## config.mk

```make
export PLATFORM = sky130hd
export DESIGN_NAME = sqz_block_seq
export DESIGN_NICKNAME = d
export VERILOG_FILES = /design/src/rtl/sqz_block_seq.sv
export SDC_FILE = /design/constraint.sdc
export NUM_CORES = 1
export LEC_CHECK = 0
export CAP_MARGIN = 10
export CORE_AREA = 5 5 99 124
export CTS_BUF_LIST = sky130_fd_sc_hd__clkbuf_8
export CTS_CLUSTER_DIAMETER = 100
export DETAILED_ROUTE_END_ITERATION = 10
export DIE_AREA = 0 0 104 129
export PLACE_DENSITY = 0.65
export SETUP_SLACK_MARGIN = 0.02
export SLEW_MARGIN = 20
export SYNTH_ARGS = -nofsm -noshare
export SYNTH_HDL_FRONTEND = slang
export SYNTH_SLANG_ARGS = --single-unit
```

## constraint.sdc

```tcl
create_clock -name clk -period 9.07 [get_ports clk]
set_input_delay 2.2675 -clock clk [delete_from_list [all_inputs] [get_ports clk]]
set_output_delay 2.2675 -clock clk [all_outputs]
set_load 0.03 [all_outputs]
```

## src/rtl/sqz_block_seq.sv

```systemverilog
// Sequencer for one SqueezeNext block: walks NUM_STAGES conv stages over a
// shared MAC datapath, producing read/weight/bias addressing and delayed writes.
// Ports: clk, rst (async active-low), start -> busy, done, in_load_ok, stage,
//   rd_bank, rd_addr, weight_addr, bias_sel, acc_clr, padding, skip_en,
//   skip_addr, wr_en, wr_bank, wr_addr (all registered).
module sqz_block_seq #(
    parameter int ADDR_WIDTH  = 10,
    parameter int NUM_STAGES  = 5,
    parameter int STAGE_W     = 3,
    parameter int IMG_W       = 8,
    parameter int IMG_H       = 8,
    parameter int G_WIDTH     = 4,
    parameter logic [NUM_STAGES*G_WIDTH-1:0] KIN =
        {4'd2, 4'd2, 4'd2, 4'd1, 4'd2},
    parameter logic [NUM_STAGES*G_WIDTH-1:0] KOUT =
        {4'd4, 4'd2, 4'd2, 4'd2, 4'd1},
    parameter logic [NUM_STAGES*2-1:0] PAD_MODE =
        {2'd0, 2'd2, 2'd1, 2'd0, 2'd0},
    parameter int WADDR_WIDTH = 8,
    parameter int LAT         = 3
) (
    input  logic                   clk,
    input  logic                   rst,
    input  logic                   start,
    output logic                   busy,
    output logic                   done,
    output logic                   in_load_ok,
    output logic [STAGE_W-1:0]     stage,
    output logic [1:0]             rd_bank,
    output logic [ADDR_WIDTH-1:0]  rd_addr,
    output logic [WADDR_WIDTH-1:0] weight_addr,
    output logic [G_WIDTH-1:0]     bias_sel,
    output logic                   acc_clr,
    output logic                   padding,
    output logic                   skip_en,
    output logic [ADDR_WIDTH-1:0]  skip_addr,
    output logic                   wr_en,
    output logic [1:0]             wr_bank,
    output logic [ADDR_WIDTH-1:0]  wr_addr
);

    localparam int PIX = IMG_W * IMG_H;
    localparam int I_W = (PIX > 1) ? $clog2(PIX) : 1;
    localparam logic [ADDR_WIDTH-1:0] PIX_A = ADDR_WIDTH'(PIX);
    localparam logic [G_WIDTH-1:0]    G_ONE = G_WIDTH'(1);

    typedef enum logic [1:0] {S_IDLE, S_RUN, S_DRAIN, S_DONE} state_t;

    state_t             state, nstate;
    logic [STAGE_W-1:0] s, ns;
    logic [G_WIDTH-1:0] p, np, k, nk;
    logic [I_W-1:0]     i, ni;
    logic [2:0]         dc, ndc;

    function automatic logic [G_WIDTH-1:0] kin_of(input logic [STAGE_W-1:0] st);
        return KIN[int'(st)*G_WIDTH +: G_WIDTH];
    endfunction

    function automatic logic [G_WIDTH-1:0] kout_of(input logic [STAGE_W-1:0] st);
        return KOUT[int'(st)*G_WIDTH +: G_WIDTH];
    endfunction

    function automatic logic [1:0] pad_of(input logic [STAGE_W-1:0] st);
        return PAD_MODE[int'(st)*2 +: 2];
    endfunction

    always_ff @(posedge clk or negedge rst) begin
        if (!rst) begin
            state <= S_IDLE;
            s     <= '0;
            p     <= '0;
            i     <= '0;
            k     <= '0;
            dc    <= '0;
        end else begin
            state <= nstate;
            s     <= ns;
            p     <= np;
            i     <= ni;
            k     <= nk;
            dc    <= ndc;
        end
    end

    // k innermost, then pixel, then output group
    always_comb begin
        nstate = state;
        ns     = s;
        np     = p;
        ni     = i;
        nk     = k;
        ndc    = dc;
        unique case (state)
            S_IDLE: begin
                if (start) begin
                    nstate = S_RUN;
                    ns     = '0;
                    np     = '0;
                    ni     = '0;
                    nk     = '0;
                end
            end
            S_RUN: begin
                if (k == kin_of(s) - G_ONE) begin
                    nk = '0;
                    if (i == I_W'(PIX - 1)) begin
                        ni = '0;
                        if (p == kout_of(s) - G_ONE) begin
                            np     = '0;
                            ndc    = '0;
                            nstate = S_DRAIN;
                        end else begin
                            np = p + G_ONE;
                        end
                    end else begin
                        ni = i + I_W'(1);
                    end
                end else begin
                    nk = k + G_ONE;
                end
            end
            S_DRAIN: begin
                if (dc == 3'(LAT - 1)) begin
                    if (s == STAGE_W'(NUM_STAGES - 1)) begin
                        nstate = S_DONE;
                    end else begin
                        nstate = S_RUN;
                        ns     = s + STAGE_W'(1);
                    end
                end else begin
                    ndc = dc + 3'd1;
                end
            end
            S_DONE: begin
                nstate = S_IDLE;
                ns     = '0;
            end
            default: nstate = S_IDLE;
        endcase
    end

    // Output values are derived from the next state so the registered
    // outputs line up with the counters they describe.
    logic                   n_run, n_busy, n_sched;
    logic [1:0]             n_rbank, n_wbank;
    logic [ADDR_WIDTH-1:0]  n_rd_a, n_pix_a;
    logic [WADDR_WIDTH-1:0] n_w_a;
    logic                   n_pad;
    int                     col, row;

    always_comb begin
        n_run   = (nstate == S_RUN);
        n_busy  = n_run || (nstate == S_DRAIN);
        n_sched = n_run && (nk == kin_of(ns) - G_ONE);
        n_rbank = (ns == '0) ? 2'd0 : (ns[0] ? 2'd1 : 2'd2);
        n_wbank = (ns == STAGE_W'(NUM_STAGES - 1)) ? 2'd3 :
                  (ns[0] ? 2'd2 : 2'd1);
        n_rd_a  = ADDR_WIDTH'(nk) * PIX_A + ADDR_WIDTH'(ni);
        n_pix_a = ADDR_WIDTH'(np) * PIX_A + ADDR_WIDTH'(ni);
        n_w_a   = WADDR_WIDTH'(np) * WADDR_WIDTH'(kin_of(ns))
                + WADDR_WIDTH'(nk);
        col     = int'(ni) % IMG_W;
        row     = int'(ni) / IMG_W;
        n_pad   = 1'b0;
        unique case (pad_of(ns))
            2'd1:    n_pad = (col == 0) || (col == IMG_W - 1);
            2'd2:    n_pad = (row == 0) || (row == IMG_H - 1);
            default: n_pad = 1'b0;
        endcase
    end

    always_ff @(posedge clk or negedge rst) begin
        if (!rst) begin
            busy        <= 1'b0;
            done        <= 1'b0;
            in_load_ok  <= 1'b1;
            stage       <= '0;
            rd_bank     <= '0;
            rd_addr     <= '0;
            weight_addr <= '0;
            bias_sel    <= '0;
            acc_clr     <= 1'b0;
            padding     <= 1'b0;
            skip_en     <= 1'b0;
            skip_addr   <= '0;
        end else begin
            busy        <= n_busy;
            done        <= (nstate == S_DONE);
            in_load_ok  <= !n_busy;
            stage       <= n_busy ? ns : '0;
            rd_bank     <= n_run ? n_rbank : 2'd0;
            rd_addr     <= n_run ? n_rd_a : '0;
            weight_addr <= n_run ? n_w_a : '0;
            bias_sel    <= n_run ? np : '0;
            acc_clr     <= n_run && (nk == '0);
            padding     <= n_run && n_pad;
            skip_en     <= n_run && (ns == STAGE_W'(NUM_STAGES - 1));
            skip_addr   <= n_run ? n_pix_a : '0;
        end
    end

    // Slot 0 is aligned with the read; slot LAT drives the write port.
    logic                  pe [0:LAT];
    logic [ADDR_WIDTH-1:0] pa [0:LAT];
    logic [1:0]            pb [0:LAT];

    always_ff @(posedge clk or negedge rst) begin
        if (!rst) begin
            for (int j = 0; j <= LAT; j++) begin
                pe[j] <= 1'b0;
                pa[j] <= '0;
                pb[j] <= '0;
            end
        end else begin
            pe[0] <= n_sched;
            pa[0] <= n_sched ? n_pix_a : '0;
            pb[0] <= n_sched ? n_wbank : 2'd0;
            for (int j = 1; j <= LAT; j++) begin
                pe[j] <= pe[j-1];
                pa[j] <= pa[j-1];
                pb[j] <= pb[j-1];
            end
        end
    end

    assign wr_en   = pe[LAT];
    assign wr_addr = pa[LAT];
    assign wr_bank = pb[LAT];

endmodule

```

After elaboration in Yosys (flattened, before gate mapping)
Index checks and enable logic that the tools add are counted.
Storage, ports and cells
  bits in registers: 117
  latch bits: 0
  RAM bits: 0
  memory bits (read-only): 0
  logic and storage cells: 123
  memories: 0
Cells by class
  add/sub/neg operators: 11
  $mul: 1
  divide/modulo/power cells: 0
  magnitude comparators: 0
  equality and inequality tests: 21
  shifts and indexed selects: 4
  multiplexer cells: 41
  bitwise logic cells: 0
  reduce and logical (&&, ||, !) cells: 15
Operators by type and width (number)
  $logic_not 32->1: 2
  $shiftx 20x6->4 const A: 3
  $mux 10: 3
  $mux 4: 7
  $mux 2: 12
  $mux 3: 8
  $add 10x6->10: 2
  $mux 6: 3
  $pmux 4 s2: 2
  $eq 4x4->1: 3
  $pmux 6 s2: 1
  $sub 4x1->4 const B: 3
  $eq 2x2->1 const B: 5
  $shiftx 10x5->2 const A: 1
  $pmux 3 s3: 1
  $add 4x1->4 const B: 2
  $add 8x4->8: 1
  $mul 4x4->8: 1
  $mux 8: 1
  $ne 2x2->1 const B: 4
  $pmux 2 s4: 1
  $add 3x1->3 const B: 2
  $add 6x1->6 const B: 1
  $eq 2x1->1 const B: 3
  14 further kinds: 21

Logic depth before layout (Yosys ltp)
Gate-level depths: netlist of run 1.
  depth after elaboration: 10
  depth in mapped cells: 22
  gate-level depth less buffers: 21

Least setup slack after synthesis of run 1
OpenSTA, ideal clock, no wires.
  path kind: input-to-reg
  from: in start
  to: reg weight_addr[5]
  arrival time: 5.123 ns
  data required time: 8.938 ns
  setup slack: 3.815 ns
  stages: 14
  buffers on the path: 0
  cells stage by stage: nor2b_1 -> o22ai_1 -> a32oi_1 -> mux2i_1 -> nor2_1 -> ha_1 -> fa_1 -> inv_1 -> fa_1 -> inv_1 -> a21o_1 -> a21oi_1 -> xor2_1 -> nor2_1
Between the ends
  word-level cells in the longest chain between the ends: 6
  elaborated cells on any way between the ends: 13
RTL lines
  start, declared: line 24  | input logic start,
  $mux 3: line 95  | if (start) begin
  $pmux 3 s3: line 93  | unique case (state)
  $shiftx 20x6->4: line 56  | return KIN[int'(st)*G_WIDTH +: G_WIDTH];
  $mul 4x4->8: line 160  | n_w_a = WADDR_WIDTH'(np) * WADDR_WIDTH'(kin_of(ns))
  $add 8x4->8: line 161  | + WADDR_WIDTH'(nk);
  $mux 8 (*): line 193  | weight_addr <= n_run ? n_w_a : '0;
  end signal, assigned: line 193
  end, declared: line 31  | output logic [WADDR_WIDTH-1:0] weight_addr,
Mark *: on every way between the ends. The rest lies on a longest branch, timed or not.
A chain may end at the register's enable or synchronous reset.

Worst setup path after layout of run 1
Ends and elaborated chain as after synthesis.

==> results of run 1 <==
-- logic make-up after synthesis --
family	after synthesis
simple gates	137
buf+inv	62
fa+ha+maj	33
flops	106
compound gates	49
other cells	1
mux	8
xor+xnor	13
-- registers in the layout (all words and copies together), names as in the netlist, 2 cells and up --
signal,count
pa,30
wr_addr,10
skip_addr,9
weight_addr,7
i,6
pb,6
k,4
p,4
rd_addr,4
dc,3
pe,3
s,3
stage,3
rd_bank,2
state,2
wr_bank,2
-- routing by layer --
layer	vias up	global-route usage, %	routed length, um
met1	1501	17.2	3560
met2	61	25.6	4820
met4	0	5.95	210
met5	-	0	0
li1	1438	-	-
met3	15	3.61	334
-- critical path, stage by stage --
cell and delay (ps):
clkdlybuf4s50_1 520, nor2b_1 270, o22ai_1 110, a32oi_1 460
mux2i_1 510, nor2_1 120, ha_1 350, fa_1 540
inv_1 60, fa_1 450, inv_1 70, a21o_1 100
a21oi_1 70, xor2_1 130, nor2_1 50
-- final timing paths --
path,from,end
worst min register to register,pb[2],wr_bank[0]
worst max-delay path,start,weight_addr[5]
worst min-delay path,pb[2],wr_bank[0]
min in group asynchronous,rst,stage[0]
max in group asynchronous,rst,s[1]
worst max register to register,s[1],weight_addr[5]
-- cell usage after synthesis, types with 4 or more instances --
cell     instances  area, um2
dfrtp_1        105       2630
nor2_1          35        131
ha_1            30        375
inv_1           30        113
nand2_1         25       93.8
buf_4           24        180
and2_1          16        100
nand3_1         10       50.1
nor3_1           8       40.0
o21ai_0          8       40.0
mux2i_1          7       70.1
xor2_1           7       61.3
a21oi_1          6       30.0
nor2b_1          6       37.5
nor4_2           5       62.6
a31oi_1          4       25.0
nor3b_1          4       30.0
nor4b_1          4       35.0
o22ai_1          4       25.0
xnor2_1          4       35.0
-- power by group through the flow --
stage | combinational (mW) | sequential (mW) | clock [mW]
floorplan | 0.00104 | 0.482 | 0
global placement | 0.0110 | 0.482 | 0
detailed placement | 0.0115 | 0.482 | 0
CTS | 0.0115 | 0.472 | 0.287
global route | 0.0131 | 0.472 | 0.303
finish | 0.0105 | 0.472 | 0.271
-- layout make-up --
class	count	area share, %
Sequential cell	106	48.3
Clock inverter	6	0.843
Clock buffer	10	2.51
Timing Repair Buffer	59	10.6
Inverter	30	2.05
Tap cell	135	3.08
Multi-Input combinational cell	241	32.6
-- stage by stage --
step                instances  util (%)  power (mW)  cell area [um2]
finish                    587      50.0       0.754             5490
global route              587      50.0       0.788             5490
CTS                       587      50.0       0.771             5490
detailed placement        571      48.4       0.493             5310
global placement          571      48.4       0.493             5310
floorplan                 409         -       0.483             4790
==> metrics, run 1 <==
Post-synth EDFFs=0; Psw=170 uW; Die Span Y=129 um; pre-CTS setup slack=2850 ps; Hold Path Class=flop to flop; switching share of power=22.6%; Final Setup Violations=0; CTS sink cnt=roughly 110; Seq. cell area=2650 um2; Post-CTS Setup Bufs=0; Die X=104 um; library cells used by synthesis=61; Reg power frac=between 60% and 70%; site row count=43; critical path class=input port to flop; # diodes=0; Synth Cell Area=4790 um2; largest net degree at the start of global routing=66; Syn Area/Cell=11.7 um2; crit end category=flop; post-cts sizing count=0; fraction of registers with async set/reset=100%; minimum clock period=5850 ps; adder-cell share of the synthesized area=9.10%; clock buffer count from CTS=9; Core ar.=11,000 um2; r2r worst-path depth=19; Max clock buf depth=2; Post-Synth Simple-Gate Area=15.9%; nets=483; Crit path required time=9300 ps; skew final=15.7 ps; clk slew on worst S/H paths=roughly 100 ps; fmax=~0.17 GHz; fin crit share=64.5%; Initial Util=43.6%; Die ar.=roughly 13,000 um2; most frequent cells in the layout=105 x dfrtp_1, 56 x clkdlybuf4s50_1, 35 x nor2_1; clock power share=around 36%; Gate Count Post-Synth=around 410; Comb power frac=1.4%; Top FF cell, synth=dfrtp_1; Residual DRC=0; status=finished clean; Slew @ Worst Pin=~780 ps; CP Max Fanout=6; YS warnings=0; H-tree Lvls=3; final setup TNS=0 ps; GP Congestion=0.864; Arr. time, crit path=roughly 6100 ps; leak pwr=2.59 nW; drt first pass iters=5; main combinational cell family by area after synthesis=simple AND/OR/NAND/NOR gates; CTS tree=built; Syn Nets=445; P&R area growth vs syn=14.8%; I/O pins=59; PwrDens=137 nW/um2; post-synthesis sequential area ratio=55.5%; Fillers=998; Peak VDD IR=65.9 uV; Via Count=roughly 3,000; Synth Area in XOR/XNOR=2.69%; first-pass GRT wire length=between 15,000 and 20,000 um; ANT nets after route=0; DR vias/cell=5.14; Synth Area in Compound Gates=7.92%; WHS=340 ps; vias in the first global route=slightly above 3,000; Fin. Hold Viols=0; unrepaired setup endpoints after global routing=false; layout cells sized above 1=between 9 and 10%; maxcap violations=0; hold path depth=0; WL per Instance=15.2 um; element type at the critical path start=input port; leading cell type in the layout, fill and taps excluded=dfrtp_1; number of port buffers=57; area of the multi-input gates=approximately 1800 um2; drt total wl=8920 um; FF+latch count, synth=approximately 110; internal power=roughly 580 uW; initial antenna violation count=0; Worst Slack Setup Final=3220 ps; Worst-Skew Late Latency=370 ps; Slew headroom=47.7%; final slew viol count=0; GRT Overall Usage=between 10% and 20%; 1st-iter DRT viols=between 100 and 150; HPWL Detailed=6610 um; GR Overflow Total=0; R2R setup slack=3820 ps; hold buffers post-CTS=0; mux contribution to synthesized area=1.70%; CTS root buf=clkbuf_8
Note: power is estimated with default switching activity, not from simulation.
==> run 2: changes to the inputs <==
- clock period: 9.07 -> 5.7 ns (I/O delays scaled with it)
==> run 2 against run 1 <==
  * Sequential share of layout area is 0.37 points lower
  * Core utilization is 0.39 points higher
  * Wire length fell by 0.25%
  * Clock power increased by 66%
  * Sequential power up 59%
  * Critical path depth is 4 higher
  * Non-clock buffer count increased by 4
  * Cell count grew 0.68%
  * Flip-flop and latch count did not move
  * Total power rose by 62%
  * Count of clock-buffer cells in the layout did not move
  * Register-to-register slack got worse by 3100 ps
==> metrics, run 2 (synthesis gave the netlist of run 1 again) <==
status=finished clean; Fillers=about 1,000; drt total wl=8900 um; Worst Slack Setup Final=about 720 ps; 1st-iter DRT viols=around 120; most frequent cells in the layout=105 x dfrtp_1, 56 x clkdlybuf4s50_1, 35 x nor2_1; GR Overflow Total=0; number of port buffers=between 50 and 60; Worst-Skew Late Latency=between 300 and 400 ps; site row count=43; met2 Resource Use GR=roughly 24%; met1 Track Usage GR=between 10% and 20%; Fin. Hold Viols=0; GRT met3 Usage=4.16%; unrepaired setup endpoints after global routing=false; Final Cell Area=5540 um2; nets=487; Arr. time, crit path=~5200 ps; layout cells sized above 1=9.65%; first-pass GRT wire length=about 15,000 um; minimum clock period=roughly 5000 ps; HPWL Detailed=approximately 6500 um; max FFs per register=30; CTS tree=built; largest net degree at the start of global routing=62; crit end category=flop; DR vias/cell=5.06; area of the multi-input gates=1790 um2; clk slew on worst S/H paths=100 ps; GP Congestion=0.855; drt first pass iters=5; Die Span Y=129 um; Final Setup Violations=0; element type at the critical path start=flop; Crit path required time=5930 ps; ANT nets after route=0; final slew viol count=0; Via Count=2,990; Peak VDD IR=107 uV; clock buffer count from CTS=9; Slew @ Worst Pin=760 ps; GRT Overall Usage=14.1%; Top reg by flops=pa; Die X=roughly 100 um; P&R area growth vs syn=15.7%; CTS sink cnt=106; fin crit share=87.4%; Max clock buf depth=2; vias in the first global route=3,050; GR peak layer=met2; Post-CTS Setup Bufs=0; Seq. cell area=2650 um2; PwrDens=220 nW/um2; Residual DRC=0; maxcap violations=0; hold buffers post-CTS=0; final core utilization=50.4%; H-tree Lvls=3; final setup TNS=0 ps; Post-DP Area=between 5000 and 6000 um2; # diodes=0; Initial Util=43.6%; pre-CTS setup slack=498 ps; leak pwr=roughly 2.6 nW; Slew headroom=around half; Die ar.=13,400 um2; Core ar.=11,000 um2; Hold Path Class=flop to flop; CTS root buf=clkbuf_8; leading cell type in the layout, fill and taps excluded=dfrtp_1; initial antenna violation count=0; critical path class=flop to flop; I/O pins=~60; CP Max Fanout=7; skew final=9.60 ps; WL per Instance=15.1 um; fmax=0.201 GHz; post-cts sizing count=0
-- run 2: cell types whose count changed in the layout (fill, tap and decap cells not counted) --
| cell | previous run | this run |
|---|---|---|
| bufinv_16 | 0 | 1 |
| clkinv_4 | 0 | 1 |
| buf_4 | 3 | 7 |
| clkinv_2 | 0 | 1 |
| inv_1 | 31 | 32 |
| inv_6 | 4 | 0 |
-- run 2: critical path: stages, from the launching register on --
cell	delay, ps
dfrtp_1	440
inv_1	130
ha_1	200
nand2b_4	90
ha_1	210
or3_1	380
and2_1	250
nor4_2	470
o21ai_0	270
a32oi_1	500
nor2_1	90
ha_1	330
fa_1	530
inv_1	70
fa_1	440
inv_1	70
a21o_1	100
a21oi_1	70
xor2_1	130
nor2_1	50
-- run 2: stage by stage --
stage | power [mW] | hold WS [ps] | std cells
floorplan | 0.768 | 331 | 409
global placement | 0.784 | 331 | 575
detailed placement | 0.784 | 335 | 575
CTS | 1.24 | 356 | 591
global route | 1.27 | 362 | 591
finish | 1.22 | 353 | 591
-- run 2: power breakdown --
part | leakage (nW) | internal [mW] | switching, mW | total (mW)
sequential | 1.38 | 0.751 | 0 | 0.751
clock | 0.105 | 0.212 | 0.238 | 0.450
combinational | 1.14 | 0.00167 | 0.0151 | 0.0167
total | 2.62 | 0.965 | 0.253 | 1.22
-- run 2: worst paths after layout --
path	to	startpoint	slack [ps]	cells past startpoint
setup / recovery	weight_addr[5]	s[1]	720	19
hold / removal	wr_bank[0]	pb[2]	350	0
setup reg to reg	weight_addr[5]	s[1]	720	19
hold reg to reg	wr_bank[0]	pb[2]	350	0
max in group asynchronous	rd_addr[9]	rst	3520	2
min in group asynchronous	state[0]	rst	1110	1
-- run 2: metal layers --
metal	routed length, um	vias to the layer above	part of all wire [%]
li1	-	1446	-
met2	4730	39	53
met1	3690	1494	41
met5	0	-	0
met4	186	0	2.1
met3	288	11	3.2
-- run 2: area by class of cell --
cell class                      instances  share of cell area (%)
Inverter                               30                    2.03
Clock inverter                          6                    1.06
Timing Repair Buffer                   63                    11.1
Multi-Input combinational cell        241                    32.3
Sequential cell                       106                    47.9
Tap cell                              135                    3.05
Clock buffer                           10                    2.49
==> run 3: changes to the inputs <==
- SETUP_SLACK_MARGIN: 0.02 -> 0.4
==> run 3 against run 2 <==
  * Total power is 0.14% higher
  * Critical path depth is 4 lower
  * Clock power hardly changed
  * Via count is 0.13% lower
  * Setup slack better by 160 ps
  * Cell count stayed put
==> metrics, run 3 (synthesis gave the netlist of run 1 again) <==
status=finished clean; Worst-Skew Late Latency=370 ps; Comb power frac=1.4%; fin crit share=84.6%; HPWL Detailed=around 6500 um; leading cell type in the layout, fill and taps excluded=dfrtp_1; Peak VDD IR=107 uV; Final Setup Violations=0; CTS sink cnt=between 100 and 150; met3 wire length=251 um; nets=487; most frequent cells in the layout=105 x dfrtp_1, 56 x clkdlybuf4s50_1, 35 x nor2_1; P&R area growth vs syn=16.1%; hold path start=pb[2]; max FFs per register=30; Hold Path Class=flop to flop; Final Cell Area=5560 um2; I/O pins=59; Max clock buf depth=2; leak pwr=roughly 2.6 nW; number of port buffers=57; Hold Path Sink=wr_bank[0]; Psw=254 uW; Die ar.=~13,000 um2; Die Span Y=129 um; Post-DP Area=5340 um2; Slew @ Worst Pin=762 ps; Top reg by flops=pa; Core ar.=11,000 um2; final core utilization=50.6%; GR Overflow Total=0; CTS root buf=clkbuf_8; Total Power=1.22 mW; Fillers=~1,000; # diodes=0; Arr. time, crit path=5050 ps; switching share of power=20.9%; Die X=approximately 100 um; RR Startpoint=s[1]; Initial Util=between 40% and 50%; metal1 wirelength=3730 um; Via Count=2,986; Routed met2 length=about 4700 um; minimum clock period=between 4000 and 5000 ps; fin cells=between 500 and 600; unrepaired setup endpoints after global routing=false; uppermost layer routed=met4; skew final=8.66 ps; CP Max Fanout=5; CTS tree=built; ANT nets after route=0; H-tree Lvls=3; WL per Instance=15.1 um; R2R setup slack=880 ps; DR vias/cell=5.05; hold path depth=0; reg-to-reg endpoint=weight_addr[5]; Reg power frac=about three fifths; site row count=43; Fin. Hold Viols=0; initial antenna violation count=0; clk slew on worst S/H paths=90 ps; clock power share=about 37%; Slew headroom=about half; drt first pass iters=4; crit end category=flop; vias in the first global route=3,050; 1st-iter DRT viols=122; PwrDens=219 nW/um2; final setup TNS=0 ps; fmax=0.207 GHz; placed cell count=~580; Crit path required time=5930 ps; final slew viol count=0; Residual DRC=0; Post-CTS Setup Bufs=0; GP Congestion=0.855; maxcap violations=0; largest net degree at the start of global routing=62; clock buffer count from CTS=9; element type at the critical path start=input port; internal power=a little under 1 mW; critical path class=input port to flop; GRT Overall Usage=approximately 14%; r2r worst-path depth=19; first-pass GRT wire length=15,200 um; drt total wl=8910 um; layout cells sized above 1=between 10% and 20%
## run 3: cell count changes in the layout (fill, tap and decap cells not counted)
cell,change
nor4_2,-1
nor4_4,+1
a32oi_2,+1
a22oi_2,+1
a22oi_1,-1
a32oi_1,-1
## run 3: power by group through the flow
stage / registers (mW) / clock network (mW) / logic, mW
finish: 0.751 / 0.451 / 0.0168
global route: 0.752 / 0.502 / 0.0205
CTS: 0.751 / 0.468 / 0.0182
detailed placement: 0.766 / 0 / 0.0182
global placement: 0.766 / 0 / 0.0175
floorplan: 0.766 / 0 / 0.00165
## run 3: final cells by class
cell class,instances,area (um2),area share (%)
Sequential cell,106,2650,47.8
Clock inverter,6,58.8,1.06
Inverter,30,113,2.03
Timing Repair Buffer,63,613,11.0
Multi-Input combinational cell,241,1810,32.6
Clock buffer,10,138,2.48
Tap cell,135,169,3.04
## run 3: worst max-delay path by stage
stage / endpoint / from / slack, ps
finish: weight_addr[5] / start / 880
detailed placement: weight_addr[5] / start / 500
CTS: weight_addr[5] / s[1] / 720
floorplan: weight_addr[5] / s[1] / 1220
global placement: weight_addr[5] / start / 550
global route: weight_addr[5] / s[1] / 520
## run 3: repair_timing
item	4_1_cts	5_1_grt
hold buffers	0	0
resized for setup	0	3
endpoints found under the setup margin	0	1
endpoints found under the hold margin	0	0
## run 3: critical path, stage by stage
cell	delay (ps)
clkdlybuf4s50_1	520
nor2b_1	290
o22ai_1	130
a32oi_1	290
mux2i_1	500
nor2_1	110
ha_1	330
fa_1	530
inv_1	70
fa_1	440
inv_1	70
a21o_1	100
a21oi_1	70
xor2_1	130
nor2_1	50
## run 3: stage by stage
step           hold WS, ps  worst slack [ps]
3_5_place_dp           335               498
4_1_cts                356               722
2_1_floorplan          331              1220
5_1_grt                362               522
6_report               350               880
3_3_place_gp           331               554
## run 3: layer usage
metal / vias up / global-route usage [%]
met5: - / 0
met4: 0 / 5.11
met3: 11 / 4.16
met2: 33 / 24.4
met1: 1499 / 16.8
li1: 1443 / -
